===== src/rtl/vga_timing_pkg.sv =====
// 640x480@60 raster constants shared by the sync generators and the sync decoder.
package vga_timing_pkg;

  localparam int unsigned H_ACTIVE      = 640;
  localparam int unsigned H_FRONT_PORCH = 16;
  localparam int unsigned H_SYNC_PULSE  = 96;
  localparam int unsigned H_BACK_PORCH  = 48;
  localparam int unsigned H_TOTAL       = 800;

  localparam int unsigned V_ACTIVE      = 480;
  localparam int unsigned V_FRONT_PORCH = 10;
  localparam int unsigned V_SYNC_PULSE  = 2;
  localparam int unsigned V_BACK_PORCH  = 33;
  localparam int unsigned V_TOTAL       = 525;

  localparam int unsigned LOCK_LINES    = 4;

  // hSync is low for pixels HS_START .. HS_END-1
  localparam int unsigned HS_START = H_ACTIVE + H_FRONT_PORCH;
  localparam int unsigned HS_END   = HS_START + H_SYNC_PULSE;

  typedef enum logic [1:0] {
    SEARCH,
    TRACK,
    LOCKED
  } lock_state_t;

endpackage


===== src/rtl/vga_sync_edge_detect.sv =====
// Samples one active-low sync line on pix_en and flags its falling/rising edges.
module vga_sync_edge_detect (
  input  logic clk,
  input  logic rst_n,
  input  logic pix_en,
  input  logic sync_n,
  output logic fall_c,
  output logic rise_c
);

  logic sync_q;

  always_ff @(posedge clk or negedge rst_n) begin
    if (!rst_n) begin
      sync_q <= 1'b1;
    end else if (pix_en) begin
      sync_q <= sync_n;
    end
  end

  assign fall_c = pix_en & sync_q & ~sync_n;
  assign rise_c = pix_en & ~sync_q & sync_n;

endmodule


===== src/rtl/vga_sync_decoder.sv =====
// Rebuilds raster counters from hSync/vSync edges and tracks horizontal lock.
module vga_sync_decoder #(
  parameter int unsigned H_ACTIVE      = vga_timing_pkg::H_ACTIVE,
  parameter int unsigned H_FRONT_PORCH = vga_timing_pkg::H_FRONT_PORCH,
  parameter int unsigned H_SYNC_PULSE  = vga_timing_pkg::H_SYNC_PULSE,
  parameter int unsigned H_TOTAL       = vga_timing_pkg::H_TOTAL,
  parameter int unsigned V_ACTIVE      = vga_timing_pkg::V_ACTIVE,
  parameter int unsigned V_FRONT_PORCH = vga_timing_pkg::V_FRONT_PORCH,
  parameter int unsigned V_TOTAL       = vga_timing_pkg::V_TOTAL,
  parameter int unsigned LOCK_LINES    = vga_timing_pkg::LOCK_LINES
) (
  input  logic                       clk,
  input  logic                       rst_n,
  input  logic                       pix_en,
  input  logic                       h_sync_n,
  input  logic                       v_sync_n,
  output logic [$clog2(H_TOTAL)-1:0] h_count,
  output logic [$clog2(V_TOTAL)-1:0] v_count,
  output logic                       active,
  output logic                       locked,
  output logic                       sync_err,
  output logic                       frame_start
);

  import vga_timing_pkg::*;

  localparam int unsigned HW  = $clog2(H_TOTAL);
  localparam int unsigned VW  = $clog2(V_TOTAL);
  localparam int unsigned WDW = $clog2(2 * H_TOTAL);
  localparam int unsigned GW  = $clog2(LOCK_LINES + 1);

  localparam int unsigned H_LOAD     = H_ACTIVE + H_FRONT_PORCH;
  localparam int unsigned H_RISE_PRE = H_LOAD + H_SYNC_PULSE - 1;
  localparam int unsigned V_LOAD     = V_ACTIVE + V_FRONT_PORCH;
  localparam int unsigned WD_LAST    = 2 * H_TOTAL - 1;

  logic h_fall;
  logic h_rise;
  logic v_fall;
  logic v_rise_unused;

  vga_sync_edge_detect u_h_edge (
    .clk    (clk),
    .rst_n  (rst_n),
    .pix_en (pix_en),
    .sync_n (h_sync_n),
    .fall_c (h_fall),
    .rise_c (h_rise)
  );

  vga_sync_edge_detect u_v_edge (
    .clk    (clk),
    .rst_n  (rst_n),
    .pix_en (pix_en),
    .sync_n (v_sync_n),
    .fall_c (v_fall),
    .rise_c (v_rise_unused)
  );

  lock_state_t    state;
  lock_state_t    state_nx;
  logic [GW-1:0]  good;
  logic [GW-1:0]  good_nx;
  logic [WDW-1:0] wd;
  logic [WDW-1:0] wd_nx;
  logic           err_nx;

  logic [HW-1:0]  h_next;
  logic [VW-1:0]  v_next;
  logic           h_at_end;
  logic           h_wrap;
  logic           fall_good;
  logic           viol;
  logic           wd_expire;

  // Counter prediction: an h fall re-anchors the line, otherwise free-run
  always_comb begin
    h_at_end  = (h_count == HW'(H_TOTAL - 1));
    h_wrap    = pix_en & ~h_fall & h_at_end;
    fall_good = h_fall & (h_count == HW'(H_LOAD - 1));
    viol      = (h_fall & ~fall_good) | (h_rise & (h_count != HW'(H_RISE_PRE)));
    wd_expire = pix_en & ~h_fall & (wd == WDW'(WD_LAST));

    if (h_fall) begin
      h_next = HW'(H_LOAD);
    end else if (h_at_end) begin
      h_next = '0;
    end else begin
      h_next = h_count + HW'(1);
    end

    if (v_fall) begin
      v_next = VW'(V_LOAD);
    end else if (h_wrap) begin
      v_next = (v_count == VW'(V_TOTAL - 1)) ? '0 : v_count + VW'(1);
    end else begin
      v_next = v_count;
    end
  end

  // Lock tracking; the watchdog only runs while a lock is being tracked
  always_comb begin
    state_nx = state;
    good_nx  = good;
    wd_nx    = wd;
    err_nx   = 1'b0;

    if (pix_en) begin
      wd_nx = (h_fall || state == SEARCH) ? '0 : wd + WDW'(1);

      unique case (state)
        SEARCH: begin
          if (h_fall) begin
            state_nx = TRACK;
            good_nx  = '0;
          end
        end
        TRACK: begin
          if (viol) begin
            err_nx  = 1'b1;
            good_nx = '0;
          end else if (fall_good) begin
            if (good == GW'(LOCK_LINES - 1)) begin
              state_nx = LOCKED;
              good_nx  = '0;
            end else begin
              good_nx = good + GW'(1);
            end
          end
        end
        LOCKED: begin
          if (viol) begin
            err_nx   = 1'b1;
            state_nx = TRACK;
            good_nx  = '0;
          end
        end
        default: begin
          state_nx = SEARCH;
          good_nx  = '0;
        end
      endcase

      if (state != SEARCH && wd_expire) begin
        state_nx = SEARCH;
        good_nx  = '0;
        wd_nx    = '0;
      end
    end
  end

  always_ff @(posedge clk or negedge rst_n) begin
    if (!rst_n) begin
      state       <= SEARCH;
      good        <= '0;
      wd          <= '0;
      h_count     <= '0;
      v_count     <= '0;
      active      <= 1'b0;
      locked      <= 1'b0;
      sync_err    <= 1'b0;
      frame_start <= 1'b0;
    end else begin
      sync_err    <= 1'b0;
      frame_start <= 1'b0;
      if (pix_en) begin
        state       <= state_nx;
        good        <= good_nx;
        wd          <= wd_nx;
        h_count     <= h_next;
        v_count     <= v_next;
        locked      <= (state_nx == LOCKED);
        active      <= (state_nx == LOCKED) && (h_next < HW'(H_ACTIVE)) &&
                       (v_next < VW'(V_ACTIVE));
        sync_err    <= err_nx;
        frame_start <= (h_next == '0) && (v_next == '0);
      end
    end
  end

endmodule


===== config.mk =====
export PLATFORM = sky130hd
export DESIGN_NAME = vga_sync_decoder
export DESIGN_NICKNAME = d
export VERILOG_FILES = /design/src/rtl/vga_timing_pkg.sv /design/src/rtl/vga_sync_edge_detect.sv /design/src/rtl/vga_sync_decoder.sv
export SDC_FILE = /design/constraint.sdc
export NUM_CORES = 1
export LEC_CHECK = 0
export ABC_AREA = 1
export BUFFER_PORTS_ARGS = -buffer_cell sky130_fd_sc_hd__buf_2
export CAP_MARGIN = 20
export CORE_UTILIZATION = 63
export CTS_CLUSTER_DIAMETER = 120
export CTS_CLUSTER_SIZE = 8
export DETAILED_ROUTE_END_ITERATION = 10
export PLACE_DENSITY = 0.91
export SYNTH_ARGS = -nofsm -noshare
export SYNTH_HDL_FRONTEND = slang
export SYNTH_SLANG_ARGS = --single-unit
export TNS_END_PERCENT = 20

===== constraint.sdc =====
create_clock -name clk -period 4.5 [get_ports clk]
set_clock_uncertainty 0.15 [all_clocks]
set_input_delay 0.9 -clock clk [delete_from_list [all_inputs] [get_ports clk]]
set_output_delay 0.9 -clock clk [all_outputs]
set_load 0.03 [all_outputs]

Word level (Yosys, flattened, before mapping):

Index checks and enable logic that the tools add are counted.

* memory bits (writable): 0
* latch bits: 0
* memory bits (read-only): 0
* memories: 0
* logic and storage cells: 84
* input bits: 5
* flip-flop bits (word level): 42
* output and inout bits: 24

* $add $sub $neg: 4
* divide/modulo/power cells: 0
* eq/ne operators: 12
* shift-type cells: 0
* multiplexer cells: 26
* reduce and logical (&&, ||, !) cells: 11
* multipliers: 0
* order comparisons: 2
* bitwise gates (word level): 18

Operator list (number)
* $mux W10: 5
* $eq A10 B10 Y1 const B: 3
* $mux W11: 2
* $add A10 B1 Y10 const B: 2
* $logic_not A10 Y1: 2
* $mux W3: 6
* $mux W2: 7
* $and A1 B1 Y1: 12
* $add A11 B1 Y11 const B: 1
* $eq A11 B11 Y1 const B: 1
* $lt A10 B10 Y1 const B: 1
* $lt A10 B9 Y1 const B: 1
* $ne A10 B10 Y1 const B: 1
* $pmux W3 S3: 1
* $pmux W2 S3: 1
* $not A1 Y1: 5
* $eq A2 B2 Y1 const B: 2
* $logic_and A1 B1 Y1: 4
* $mux W1: 4
* $ne A4 B4 Y1 const B: 1
* $reduce_and A4 Y1: 1
* $add A3 B1 Y3 const B: 1
* $eq A3 B2 Y1 const B: 1
* $ne A3 B2 Y1 const B: 1
* 7 further kinds: 7

Logic depth before layout (Yosys ltp):

* depth in word-level cells: 13
* gate-level depth with buffers: 13

Modules after synthesis:

Synthesis repeated with hierarchy kept, for this count alone.

* cell total of the unflattened synthesis: 417
* area total of the unflattened synthesis: 2821.5 sq um

By module, submodules not included
* vga_sync_decoder: cells an instance 401, instances 1, area an instance 2716.4 sq um
* vga_sync_edge_detect: cells an instance 8, instances 2, area an instance 52.6 sq um

Least setup slack after synthesis:

OpenSTA, ideal clock, no wires.

* path kind: input -> register
* start point: input port h_sync_n
* end point: register good[0]
* arrival time: 1890 ps
* data required time: 4234 ps
* cell stages on the path: 12
* setup slack: 2343 ps
* cell sequence: inv_1 -> nand3_2 -> inv_1 -> nand2_1 -> nand2_1 -> inv_2 -> nand2_2 -> nor2_1 -> nor2_2 -> nand2_2 -> nand2_1 -> nand2_1

* cells in the longest elaborated chain, start to end: 9

Ends and longest elaborated chain
* from (decl): line vga_sync_decoder.sv:15 `input logic h_sync_n,`
* $not A1 Y1: line vga_sync_edge_detect.sv:21 `assign fall_c = pix_en & sync_q & ~sync_n;`
* $and A1 B1 Y1: line vga_sync_edge_detect.sv:21
* $and A1 B1 Y1: line vga_sync_decoder.sv:80 `fall_good = h_fall & (h_count == HW'(H_LOAD - 1));`
* $not A1 Y1: line vga_sync_decoder.sv:81 `viol = (h_fall & ~fall_good) | (h_rise & (h_count != HW'(H_RISE_PRE)));`
* $and A1 B1 Y1: line vga_sync_decoder.sv:81
* $or A1 B1 Y1: line vga_sync_decoder.sv:81
* $mux W3: line vga_sync_decoder.sv:119 `if (viol) begin`
* $pmux W3 S3: line vga_sync_decoder.sv:111 `unique case (state)`
* $mux W3: line vga_sync_decoder.sv:144 `if (state != SEARCH && wd_expire) begin`
* to (signal assigned): line vga_sync_decoder.sv:168 `good <= good_nx;`
* to (decl): line vga_sync_decoder.sv:62 `logic [GW-1:0] good;`

Parallel ways exist; a longest one is shown, timed or not.
A chain may end at the register's enable or synchronous reset.

Worst setup path after layout:

* start point: input port pix_en
* end point: register active

* cells in the longest elaborated chain, start to end: 13

Ends and longest elaborated chain
* from (decl): line vga_sync_decoder.sv:14 `input logic pix_en,`
* $and A1 B1 Y1 (2 in a row): line vga_sync_edge_detect.sv:21
* $and A1 B1 Y1: line vga_sync_decoder.sv:80
* $not A1 Y1: line vga_sync_decoder.sv:81
* $and A1 B1 Y1: line vga_sync_decoder.sv:81
* $or A1 B1 Y1: line vga_sync_decoder.sv:81
* $mux W2 (on tied branches): line vga_sync_decoder.sv:132, vga_sync_decoder.sv:119
* $pmux W2 S3: line vga_sync_decoder.sv:111
* $mux W2: line vga_sync_decoder.sv:144
* $mux W2: line vga_sync_decoder.sv:108 `if (pix_en) begin`
* $eq A2 B2 Y1: line vga_sync_decoder.sv:173 `active <= (state_nx == LOCKED) && (h_next < HW'(H_ACTIVE)) &&`
* $logic_and A1 B1 Y1 (2 in a row): line vga_sync_decoder.sv:173
* to (signal assigned): line vga_sync_decoder.sv:173
* to (decl): line vga_sync_decoder.sv:19 `output logic active,`

Parallel ways exist; a longest one is shown, timed or not.

==> implementation parameters <==
Parameter                              Value

Drt
  Total wirelength of the detailed-routed design ... 6349 um
  DR iter-0 viols ... 317
  Routed len/inst ... 13.62 um
  Post-detailed-route count of antenna-violating nets ... 0
  Number of vias after detailed routing ... 2,700
  Post-detailed-route DRC marker count ... 0
  1st-pass router iterations ... 7
  Via density ... 5.794

Die
  Boundary pin count ... 29
  Die Span Y ... 67.70 um
  Starting density of the core ... 0.6701
  Die ar. ... 4583 um2
  Area of the core ... 4058 um2
  Horizontal extent of the die ... 67.70 um
  Number of rows in the core area ... 23

Timing
  Top achievable clock speed ... 396.5 MHz
  Fin Setup TNS ... 0 ps
  Post-route setup slack ... 1978 ps
  Fin. max-slew vios ... 0
  Hold slack ... 341.6 ps
  Final hold violation count ... 0
  Final Setup Violations ... 0
  Unrepaired setup endpoints after global routing ... no
  Slew at the pin closest to its max-slew limit ... 902.8 ps
  Post-route fraction of the period consumed by the critical path ... 0.5604
  Worst max-slew margin expressed relative to the limit ... 0.3981
  Crit path time final ... 2522 ps

Synth
  Avg Synthesized Cell Area ... 7.044 um2
  Post-synthesis cell count ... 386
  Portion of the post-synthesis area used by sequential elements ... 0.3875
  Proportion of netlist area held by the largest area contributor ... 0.3682
  Synthesis Warnings ... 0
  Post-synthesis instance area ... 2719 um2
  Top cells by area, synth ... dfrtp_1, nand2_1, nand3_1
  Net count after synthesis ... 400
  Synth unique cells ... 34
  Cell taking the most area after synthesis ... dfrtp_1
  Number of flip-flops and latches in the synthesized netlist ... 42

Placement
  Number of port buffers ... 28
  Placed wire-length estimate ... 4606 um
  Setup slack at placement ... 1719 ps
  RePlAce Congestion ... 0.9208

Run
  Number of maximum-capacitance constraint violations ... 0

Power
  Sum of internal, switching and leakage power ... 1.009 mW
  Max VDD drop ... 0.0002270 V
  Power density over the cells ... 338.3 nW/um2
  Leakage power ... 1.483 nW

Critical path
  Data arrival time of the worst path ... 2600 ps
  Highest fanout seen on the critical path ... 25
  Data required time at the worst endpoint ... 4580 ps
  Crit path kind ... in2reg
  Critical Path End Type ... flip-flop
  Launching element type of the critical path ... primary input

Run status
  Outcome ... completed

Layout
  Area Growth Syn to Fin ... 9.710%
  Share of post-route cells with drive strength above 1 ... 0.1370
  Count of nets after finishing ... 429
  Count of inserted antenna diode cells ... 0
  Filler cell count in the final layout ... 301
  Post-route core utilization ... 0.7351

Clock network
  TritonCTS clock tree ... built
  Number of CTS-inserted buffers ... 5
  Reg clk slew, reported paths ... 70 ps
  # resized after CTS ... 0
  Buffer levels on the longest clock path ... 2
  Clock latency at the later pin of the worst-skew pair ... 290 ps
  Setup bufs post-CTS ... 0
  Clock sinks ... 42
  Library cell used as clock root buffer ... clkbuf_8
  Hold_buf cts ... 0
  H-tree levels ... 2

GRT
  Initial antenna violation count ... 0
  Overall track demand over capacity in global routing ... 0.3038
  Total congestion overflow after global routing ... 0
  Vias in the first global route ... 2,486
  Wire length of the first global-routing pass ... 10,520 um
  Largest net degree at the start of global routing ... 43

Hold path
  Path type of the worst min-delay path ... reg2reg
## state kept, by name, summed over array words and instances, names as in the netlist
signal / cells
wd: 11
h_count: 10
v_count: 10
good: 3
state: 2
active: 1
frame_start: 1
locked: 1
sync_err: 1
u_h_edge.sync_q: 1
u_v_edge.sync_q: 1
## final cells by class
cell class | instances | area (um2) | share of cell area
Inverter | 50 | 187.7 | 0.06292
Multi-Input combinational cell | 288 | 1449 | 0.4857
Timing Repair Buffer | 28 | 140.1 | 0.04698
Tap cell | 50 | 62.56 | 0.02097
Sequential cell | 42 | 1054 | 0.3532
Clock buffer | 8 | 90.09 | 0.03020
## cell usage in the layout (no fill, tap or decap)
| cell | Yosys | layout |
|---|---|---|
| buf_2 | 2 | 28 |
| mux2i_1 | 1 | 1 |
| xor2_1 | 7 | 7 |
| o211ai_1 | 1 | 1 |
| clkbuf_8 | 0 | 6 |
| nor3_1 | 11 | 11 |
| clkbuf_1 | 3 | 2 |
| nor4_1 | 2 | 2 |
| nor2_1 | 55 | 55 |
| and3_1 | 1 | 1 |
| ha_1 | 9 | 9 |
| inv_1 | 47 | 47 |
| dfstp_2 | 2 | 2 |
| a21oi_2 | 1 | 1 |
| nand3_1 | 43 | 43 |
| nand2_2 | 3 | 3 |
| o21ai_1 | 1 | 1 |
| o21ai_0 | 18 | 18 |
| nand4_1 | 11 | 11 |
| nor3_2 | 2 | 2 |
| inv_2 | 3 | 3 |
| nor3b_1 | 1 | 1 |
| nor2_2 | 4 | 4 |
| nand3_2 | 4 | 4 |
| nand4_2 | 1 | 1 |
| dfrtp_1 | 40 | 40 |
| nor2_4 | 2 | 2 |
| or2_2 | 1 | 1 |
| nand3b_1 | 2 | 2 |
| and2_1 | 1 | 1 |
| a21oi_1 | 6 | 6 |
| o22ai_1 | 1 | 1 |
| a22oi_1 | 2 | 2 |
| nand2_1 | 97 | 97 |
## critical path: stages
cell	delay (ps)
buf_2	300
inv_2	270
nor2_1	220
nand2_1	210
inv_1	160
nor2_1	60
nand3_1	160
nand2_1	70
nor2_1	110
nand2_1	60
nand2_1	70
## path summary, 6_finish.rpt
path	depth (start not counted)	slack, ps	endpoint	startpoint
min in group asynchronous	1	580	h_count[1]$_DFFE_PN0P_	rst_n
min reg2reg	2	340	good[1]$_DFFE_PN0P_	good[1]$_DFFE_PN0P_
max	11	1980	active$_DFFE_PN0P_	pix_en
max in group asynchronous	1	3050	v_count[4]$_DFFE_PN0P_	rst_n
max reg2reg	13	2290	active$_DFFE_PN0P_	h_count[0]$_DFFE_PN0P_
min	2	340	good[1]$_DFFE_PN0P_	good[1]$_DFFE_PN0P_
## Yosys cell counts
cell       n
nand3_2    4
clkbuf_1   3
inv_1     47
a21oi_1    6
nor3b_1    1
nor2_4     2
xor2_1     7
buf_4      1
nand2_1   97
dfrtp_1   40
a22oi_1    2
nor3_1    11
mux2i_1    1
nor4_1     2
buf_2      2
ha_1       9
o21ai_1    1
and2_1     1
o211ai_1   1
or2_2      1
nand4_1   11
nand4_2    1
inv_2      3
o21ai_0   18
nand3b_1   2
nor2_1    55
and3_1     1
a21oi_2    1
nand3_1   43
nor3_2     2
o22ai_1    1
dfstp_2    2
nand2_2    3
nor2_2     4
## metal layers
metal	up-vias	global-route usage	share of wire
met3	24	0.06588	0.068
met4	0	0.1649	0.033
met2	133	0.4988	0.47
li1	1302	-	-
met5	-	0	0
met1	1241	0.3672	0.43
## cells by family (layout without fill, tap and decap cells)
group | count (synthesis) | in the layout | share of synthesized area
compound gates | 30 | 30 | 0.05983
xor+xnor | 7 | 7 | 0.02255
fa+ha+maj | 9 | 9 | 0.04142
buf+inv | 56 | 86 | 0.07961
flops | 42 | 42 | 0.3875
mux | 1 | 1 | 0.003682
simple gates | 241 | 241 | 0.4054
## per-stage QoR
stage	cell area (um2)	std cells
2_1_floorplan	2719	386
3_3_place_gp	2893	458
3_5_place_dp	2893	458
4_1_cts	2983	466
5_1_grt	2983	466
6_report	2983	466
## power breakdown
part	switching (mW)	internal [mW]
sequential	0.0480	0.417
clock	0.123	0.125
combinational	0.205	0.0914
total	0.375	0.634
Power figures use the tool's default switching activity.
